<file path="config.mk">
export PLATFORM = sky130hd
export DESIGN_NAME = serial_tx_arbiter
export DESIGN_NICKNAME = d
export VERILOG_FILES = /design/src/rtl/serial_pkg.sv /design/src/rtl/rr_picker.sv /design/src/rtl/serial_tx_arbiter.sv
export SDC_FILE = /design/constraint.sdc
export NUM_CORES = 1
export LEC_CHECK = 0
export BUFFER_PORTS_ARGS = -buffer_cell sky130_fd_sc_hd__buf_2
export CAP_MARGIN = 20
export CORE_ASPECT_RATIO = 1.4
export CORE_MARGIN = 4
export CORE_UTILIZATION = 54
export DETAILED_ROUTE_END_ITERATION = 8
export GPL_TIMING_DRIVEN = 0
export PLACE_DENSITY_LB_ADDON = 0.12
export SYNTH_ARGS = -nofsm -noshare
export SYNTH_HDL_FRONTEND = slang
export SYNTH_SLANG_ARGS = --single-unit
</file>
<file path="constraint.sdc">
create_clock -name clk -period 5.55 [get_ports clk]
set_input_delay 0.555 -clock clk [delete_from_list [all_inputs] [get_ports clk]]
set_output_delay 0.555 -clock clk [all_outputs]
set_load 0.02 [all_outputs]
</file>
<file path="src/rtl/serial_pkg.sv">
// Shared constants for the serial TX path: FSM encoding, byte width, default start timeout.
package serial_pkg;

  localparam int BYTE_W = 8;
  localparam int START_TIMEOUT_DEFAULT = 7;

  localparam logic [1:0] ST_IDLE    = 2'd0;
  localparam logic [1:0] ST_START   = 2'd1;
  localparam logic [1:0] ST_WAIT_HI = 2'd2;
  localparam logic [1:0] ST_WAIT_LO = 2'd3;

endpackage

</file>
<file path="src/rtl/rr_picker.sv">
// Combinational round-robin picker: first set request at or after ptr, wrapping modulo N.
module rr_picker #(
  parameter int N = 4,
  parameter int W = 2
) (
  input  logic [N-1:0] req,
  input  logic [W-1:0] ptr,
  output logic [W-1:0] winner,
  output logic         valid
);

  // Scan from the farthest offset down so the nearest requester overwrites the rest.
  always_comb begin
    int idx;
    idx    = 0;
    winner = '0;
    valid  = 1'b0;
    for (int i = N - 1; i >= 0; i--) begin
      idx = int'(ptr) + i;
      if (idx >= N) idx = idx - N;
      if (req[idx]) begin
        valid  = 1'b1;
        winner = W'(idx);
      end
    end
  end

endmodule

</file>
<file path="src/rtl/serial_tx_arbiter.sv">
// Round-robin arbiter sharing one async transmitter among several byte sources.
module serial_tx_arbiter
  import serial_pkg::*;
#(
  parameter int NumRequesters = 4,
  parameter int IdWidth       = 2,
  parameter int StartTimeout  = START_TIMEOUT_DEFAULT
) (
  input  logic                            clk,
  input  logic                            reset,
  input  logic [NumRequesters-1:0]        req,
  input  logic [BYTE_W*NumRequesters-1:0] req_data,
  output logic [NumRequesters-1:0]        ack,
  output logic                            tx_start,
  output logic [BYTE_W-1:0]               tx_data,
  input  logic                            tx_busy,
  output logic [IdWidth-1:0]              grant_id,
  output logic                            active,
  output logic                            timeout_err
);

  logic [1:0]               state_reg;
  logic [NumRequesters-1:0] ack_reg;
  logic                     tx_start_reg;
  logic [BYTE_W-1:0]        tx_data_reg;
  logic [IdWidth-1:0]       grant_id_reg;
  logic                     active_reg;
  logic                     timeout_err_reg;
  logic [IdWidth-1:0]       rr_ptr_reg;
  logic [7:0]               timer_reg;

  logic [IdWidth-1:0]       pick_id;
  logic                     pick_valid;
  logic [IdWidth-1:0]       rr_ptr_next;
  logic [BYTE_W-1:0]        byte_arr [NumRequesters];

  for (genvar gi = 0; gi < NumRequesters; gi++) begin : g_unpack
    assign byte_arr[gi] = req_data[BYTE_W*gi +: BYTE_W];
  end

  rr_picker #(
    .N (NumRequesters),
    .W (IdWidth)
  ) u_picker (
    .req    (req),
    .ptr    (rr_ptr_reg),
    .winner (pick_id),
    .valid  (pick_valid)
  );

  assign rr_ptr_next = (pick_id == IdWidth'(NumRequesters - 1)) ? '0 : pick_id + 1'b1;

  always_ff @(posedge clk or posedge reset) begin
    if (reset) begin
      state_reg       <= ST_IDLE;
      ack_reg         <= '0;
      tx_start_reg    <= 1'b0;
      tx_data_reg     <= '0;
      grant_id_reg    <= '0;
      active_reg      <= 1'b0;
      timeout_err_reg <= 1'b0;
      rr_ptr_reg      <= '0;
      timer_reg       <= '0;
    end else begin
      ack_reg      <= '0;
      tx_start_reg <= 1'b0;
      case (state_reg)
        // A busy transmitter here is foreign use or a byte still draining after reset.
        ST_IDLE: begin
          if (pick_valid && !tx_busy) begin
            tx_data_reg  <= byte_arr[pick_id];
            grant_id_reg <= pick_id;
            ack_reg      <= NumRequesters'(1) << pick_id;
            active_reg   <= 1'b1;
            rr_ptr_reg   <= rr_ptr_next;
            state_reg    <= ST_START;
          end
        end
        ST_START: begin
          tx_start_reg <= 1'b1;
          timer_reg    <= 8'(StartTimeout);
          state_reg    <= ST_WAIT_HI;
        end
        ST_WAIT_HI: begin
          if (tx_busy) begin
            state_reg <= ST_WAIT_LO;
          end else if (timer_reg == 8'd0) begin
            timeout_err_reg <= 1'b1;
            active_reg      <= 1'b0;
            state_reg       <= ST_IDLE;
          end else begin
            timer_reg <= timer_reg - 8'd1;
          end
        end
        ST_WAIT_LO: begin
          if (!tx_busy) begin
            active_reg <= 1'b0;
            state_reg  <= ST_IDLE;
          end
        end
        default: state_reg <= ST_IDLE;
      endcase
    end
  end

  assign ack         = ack_reg;
  assign tx_start    = tx_start_reg;
  assign tx_data     = tx_data_reg;
  assign grant_id    = grant_id_reg;
  assign active      = active_reg;
  assign timeout_err = timeout_err_reg;

endmodule

</file>
==> flow_summary.rst, run 1 <==
.. list-table::
   :header-rows: 1

   * - Metric
     - Value
   * - Area taken by flip-flops and latches
     - 726 um^2
   * - Post-CTS Hold Buffers
     - 0
   * - CTS tree
     - built
   * - Number of post-CTS setup repair buffers
     - 0
   * - Count of nets after finishing
     - between 200 and 300
   * - Die outline area
     - 4080 um^2
   * - Worst supply voltage drop on vdd
     - between 0.0002 and 0.0003 V
   * - Die X
     - about 55 um
   * - Max Clk Rate
     - 401 MHz
   * - Wire length after detailed routing
     - 3950 um
   * - Post-Place Cell Area
     - 2000 um^2
   * - Post-DR vias/cell
     - between 5 and 6
   * - Resized cells post-CTS
     - 0
   * - Proportion of power drawn by flip-flops and latches
     - 34.1%
   * - Post-synthesis sequential area ratio
     - 43.3%
   * - Post-synth top area share
     - 43.3%
   * - Largest fanout of any net on the critical path
     - 10
   * - Nature of the critical path endpoint
     - flip-flop
   * - Total power density per cell area
     - 447 nW/um^2
   * - Hold WC Path Type
     - in2async
   * - Type of the worst setup path
     - reg2reg
   * - RSZ-0062 raised after global routing
     - false
   * - Worst setup SP type
     - flip-flop
   * - CTS Buf Count
     - 5
   * - Fraction of layout instances using a drive strength above 1
     - 33.8%
   * - DRC violation total after the first TritonRoute iteration
     - 63
   * - Top Ports
     - 56
   * - Largest clock skew in the final design
     - 0.00616 ns
   * - Number of failing setup endpoints in the final timing report
     - 0
   * - Filler Cell Count
     - roughly 230
   * - Power dissipated by switching net loads
     - between 300 and 400 uW
   * - Pin count of the biggest net entering global routing
     - 30
   * - Routed wire per std cell
     - 14.9 um
   * - Static power due to leakage
     - around 0.0011 uW
   * - Antenna-violating nets left
     - 0
   * - Number of antenna violations at the first check in global routing
     - 0
   * - Arrival time of data at the critical path endpoint
     - 2.66 ns
   * - Async set-reset flop share out of synthesis
     - 100%
   * - Most frequent cells after synthesis
     - dfrtp_1 (29), nand2_1 (17), ha_1 (11), mux2i_1 (10)
   * - Residual overflow from global routing
     - 0
   * - Area delta synth->final
     - 25.7%
   * - Tcrit/Tclk final
     - around 45%
   * - Internal Power
     - 557 uW
   * - Via count of the first global-routing pass
     - around 1,600
   * - Net switching share of the total power
     - 40.9%
   * - Net count after synthesis
     - 214
   * - Half-perimeter wire length of the detailed placement result
     - 3030 um
   * - Starting Density
     - 57.2%
   * - Final Max Tran Viols
     - 0
   * - Minimum clock period
     - 2.49 ns
   * - Synth Instances
     - 164
   * - Sum of internal, switching and leakage power
     - 944 uW
   * - Floorplan row count
     - 23
   * - Final-report hold violation count
     - 0
   * - Htree depth
     - 2
   * - Worst hold slack
     - 0.216 ns
   * - Total clock sinks
     - 29
   * - Number of vias after detailed routing
     - 1,478
   * - Slew margin rel.
     - roughly 37%
   * - Global-route wire length before repair
     - 6840 um
   * - Later-pin clock latency in the skew report
     - 0.27 ns
   * - Placer congestion estimate
     - 0.876
   * - Design area
     - ~2100 um^2
   * - Count of buffers inserted at the top-level ports
     - 55
   * - Synth Register Bits
     - 29
   * - Number of synthesized flops with an enable pin
     - 0
   * - Required time worst endpoint
     - 5.71 ns
   * - Transition time at the pin with the least slew margin
     - 0.941 ns
   * - Part of the total power dissipated in combinational logic
     - 48.6%
   * - Clk slew on worst S/H paths
     - 0.07 ns
   * - Library cell with the largest summed area after synthesis
     - dfrtp_1
   * - Post-Syn Area per Cell
     - 10.2 um^2
   * - Pre-Repair DR Iteration Count
     - 4
   * - Power share of the clock group
     - 17.3%
   * - Max Buffers Root-to-Sink
     - 2
   * - Antenna diode count
     - 0
   * - Status
     - complete, no violations
   * - Overall Global Routing Usage
     - 22.6%
   * - Area of the core
     - 2940 um^2
   * - Unique masters post-synth
     - 45
   * - Overall die height
     - 74.0 um
   * - Number of DRC violations after detailed routing
     - 0
   * - Total negative slack
     - 0 ns
   * - Leading cell type by number of instances after synthesis
     - dfrtp_1
   * - Netlist area before placement
     - 1680 um^2
   * - Area used by multi-input combinational logic
     - between 900 and 1000 um^2
   * - Post-synth top flop
     - dfrtp_1
   * - Synth Warn #
     - 0
   * - Number of maximum-capacitance constraint violations
     - 0
   * - Top post-synthesis cells by area
     - dfrtp_1 (43%), ha_1 (8.2%), mux2i_1 (6.0%)
   * - Root buf cell
     - clkbuf_8
==> cells in the final DEF (no fill, tap or decap), types with 4 or more instances in the layout <==
cell type and instances:
nand2_1 17, and2_1 4, clkbuf_8 5, o221ai_1 5, inv_1 8, buf_2 56, ha_1 11, nand2b_1 5
nor2_1 8, nand3_1 6, xor2_1 5, dfrtp_1 29, nor2b_1 4, a21oi_1 7, mux2i_1 10
==> layer usage <==
metal  vias to the layer above  routed length (um)  GRT usage (%)  share of wire, %
met5                         -                   0              0                 0
met4                         0                  24           5.95              0.61
met3                         4                 241           5.21               6.1
met2                        61                2140           40.7                54
met1                       694                1540           26.1                39
li1                        719                   -              -                 -
==> area by class of cell <==
type	instances	area share (%)
Tap cell	37	2.19
Multi-Input combinational cell	124	42.8
Buffer	3	0.949
Timing Repair Buffer	56	14.4
Inverter	8	1.42
Sequential cell	29	34.4
Clock inverter	2	0.474
Clock buffer	6	3.44
==> cells by family after synthesis <==
family | count (synthesis) | synth area share (%)
AO/OA/AOI/OAI | 30 | 13.5
XOR/XNOR | 6 | 3.13
adder cells (fa/ha/maj) | 11 | 8.20
buffers and inverters | 11 | 2.98
flip-flops | 29 | 43.3
multiplexers | 13 | 7.98
AND/OR/NAND/NOR | 64 | 21.0
==> path summary, 6_finish.rpt <==
path / start / end / slack (ns) / cells past startpoint
worst min register to register: timeout_err / timeout_err / 0.48 / 1
worst max register to register: state_reg[0] / tx_data[7] / 3.06 / 5
min in group clk: timeout_err / timeout_err / 0.48 / 1
worst max-delay path: state_reg[0] / tx_data[7] / 3.06 / 5
max in group asynchronous: reset / rr_ptr_reg[0] / 4.91 / 3
worst min-delay path: reset / timer_reg[4] / 0.22 / 2
==> metrics by stage <==
step | utilization, % | worst slack [ns] | cells
floorplan | - | 3.47 | 164
global placement | 68.1 | 3.14 | 256
detailed placement | 68.1 | 3.04 | 256
CTS | 70.9 | 3.02 | 264
global route | 71.9 | 2.80 | 265
finish | 71.9 | 3.06 | 265
==> power groups by stage <==
stage / registers (uW) / logic, uW / clock network [uW]
final: 322 / 459 / 164
after global placement: 318 / 444 / 0
after CTS: 321 / 461 / 169
after detailed placement: 323 / 459 / 0
after floorplan: 371 / 283 / 0
after global routing: 329 / 508 / 181
==> worst max-delay path, cell delays in order (launching register included) <==
cell and delay (ns):
dfrtp_1 0.41, inv_1 0.16, ha_1 0.22, nor3b_1 0.78, nand2_1 0.45, o221a_2 0.36
No activity file was read; power rests on OpenSTA's default activity.
==> run 2, diff against run 1 <==
- CORE_UTILIZATION: 54 -> 50
- clock period: 5.55 -> 2.4 ns (I/O delays scaled with it)
==> run 2 against run 1 <==
Die area up 7.0%. Non-clock buffer count up 1. Count of clock-buffer cells in the layout up 1. Final cell count up 0.75%. Routed wire length up 0.56%. Critical endpoint is now timer_reg[4]. Highest routed layer unchanged.
==> flow_summary.rst, run 2 (same netlist as run 1, synthesis figures left out) <==
.. list-table::
   :header-rows: 1

   * - Metric
     - Value
   * - Status
     - complete, no violations
   * - Half-perimeter wire length of the detailed placement result
     - 3060 um
   * - Area of the core
     - 3180 um^2
   * - Minimum clock period
     - 2.24 ns
   * - Die X
     - 57.0 um
   * - Worst hold slack
     - around 0.27 ns
   * - Total clock sinks
     - 29
   * - Transition time at the pin with the least slew margin
     - 0.570 ns
   * - Fraction of layout instances using a drive strength above 1
     - roughly a third
   * - Residual overflow from global routing
     - 0
   * - Number of failing setup endpoints in the final timing report
     - 0
   * - Later-pin clock latency in the skew report
     - 0.28 ns
   * - CTS Buf Count
     - 5
   * - Total power density per cell area
     - 1050 nW/um^2
   * - Clk slew on worst S/H paths
     - 0.06 ns
   * - Placer congestion estimate
     - 0.857
   * - Starting Density
     - 52.7%
   * - Post-DR vias/cell
     - 5.59
   * - Fin cells
     - around 270
   * - Arrival time of data at the critical path endpoint
     - ~2.5 ns
   * - Overall die height
     - 76.5 um
   * - Wire length after detailed routing
     - 3970 um
   * - Count of buffers inserted at the top-level ports
     - 55
   * - Pre-Repair DR Iteration Count
     - 4
   * - Overall Global Routing Usage
     - 20.0%
   * - Number of DRC violations after detailed routing
     - 0
   * - Global-route wire length before repair
     - 6900 um
   * - Number of vias after detailed routing
     - 1,492
   * - Tcrit/Tclk final
     - 93.3%
   * - Routed wire per std cell
     - 14.9 um
   * - Largest clock skew in the final design
     - around 0.0011 ns
   * - DRC violation total after the first TritonRoute iteration
     - 48
   * - Count of nets after finishing
     - about 280
   * - Max Clk Rate
     - 447 MHz
   * - Worst supply voltage drop on vdd
     - between 0.0007 and 0.0008 V
   * - Number of antenna violations at the first check in global routing
     - 0
   * - Nature of the critical path endpoint
     - flip-flop
   * - Area delta synth->final
     - 27.1%
   * - Antenna diode count
     - 0
   * - RSZ-0062 raised after global routing
     - false
   * - Largest fanout of any net on the critical path
     - 9
   * - Htree depth
     - 2
   * - Via count of the first global-routing pass
     - 1,589
   * - Most used cells in the layout excluding fill and tap cells
     - buf_2 (56), dfrtp_1 (29), nand2_1 (17), mux2i_1 (10), ha_1 (10)
   * - Type of the worst setup path
     - reg2reg
   * - Pin count of the biggest net entering global routing
     - 30
   * - Max Buffers Root-to-Sink
     - 2
   * - Floorplan row count
     - 24
   * - Post-Place Cell Area
     - roughly 2000 um^2
   * - Required time worst endpoint
     - 2.61 ns
   * - Antenna-violating nets left
     - 0
   * - Design area
     - 2130 um^2
   * - Post-Place Cells
     - around 260
   * - Top Ports
     - 56
   * - CTS tree
     - built
   * - Sum of internal, switching and leakage power
     - 2230 uW
   * - Most common cell after layout, fill and taps aside
     - buf_2
   * - Final Max Tran Viols
     - 0
   * - Hold WC Path Type
     - in2reg
   * - Number of maximum-capacitance constraint violations
     - 0
   * - Root buf cell
     - clkbuf_8
   * - Worst setup SP type
     - flip-flop
   * - Static power due to leakage
     - 0.00109 uW
   * - Slew margin rel.
     - 61.6%
   * - Die outline area
     - 4360 um^2
   * - Final-report hold violation count
     - 0
==> run 2: cell types whose count changed in the layout (fill, tap and decap cells not counted), sizes merged <==
cell | previous run | this run
clkinv | 2 | 0
clkbuf | 7 | 8
dlygate4sd3 | 0 | 1
==> run 2: metal layers <==
layer / global-route usage (%) / up-vias / part of all wire, %
li1: - / 720 / -
met1: 21.2 / 703 / 38
met2: 35.5 / 57 / 53
met3: 6.10 / 12 / 7.2
met4: 8.35 / 0 / 2.3
met5: 0 / - / 0
==> run 2: where the power goes <==
part / internal [uW] / switching (uW) / total [uW]
sequential: 640 / 101 / 742
clock: 227 / 186 / 413
combinational: 456 / 624 / 1080
total: 1320 / 911 / 2230
==> run 2: path summary, 6_finish.rpt <==
path                              start      endpoint  slack [ns]  cells after the start
max                        state_reg[0]  timer_reg[4]        0.16                      8
min                        req_data[11]    tx_data[3]        0.27                      3
max reg2reg                state_reg[0]  timer_reg[4]        0.16                      8
min reg2reg                 timeout_err   timeout_err        0.46                      1
max in group asynchronous         reset   timeout_err        1.47                      4
min in group asynchronous         reset  timer_reg[5]        0.49                      3
==> run 2: critical path, cell delays in order, from the launching register on <==
cell and delay (ns):
dfrtp_1 0.40, inv_1 0.15, ha_2 0.28, nor2b_1 0.19, o31a_1 0.19, buf_6 0.14
nand2_1 0.10, or4_2 0.54, a21oi_1 0.16
==> run 2: stage by stage <==
step,setup TNS (ns),util (%),setup WS (ns)
final,0,67.0,0.161
after global routing,0,67.0,0.0398
after CTS,0,65.8,0.135
after detailed placement,-0.202,62.9,-0.0751
after global placement,0,62.9,0.0437
after floorplan,0,-,0.381
==> run 2: cell type report <==
class	count	area, um^2
fillers	263	1050
multi-input cells	124	910
flip-flops and latches	29	726
repair buffers	57	313
clock buffers	7	86.3
well taps	39	48.8
inverters	8	30.0
plain buffers	3	20.0
==> run 2: what timing repair did <==
item / 4_1_cts / 5_1_grt
hold buffers: 0 / 1
hold endpoints to repair: 0 / 7
resized for setup: 1 / 1
setup endpoints to repair: 7 / 1
buffers inserted: 0 / 0
pin swaps: 0 / 0
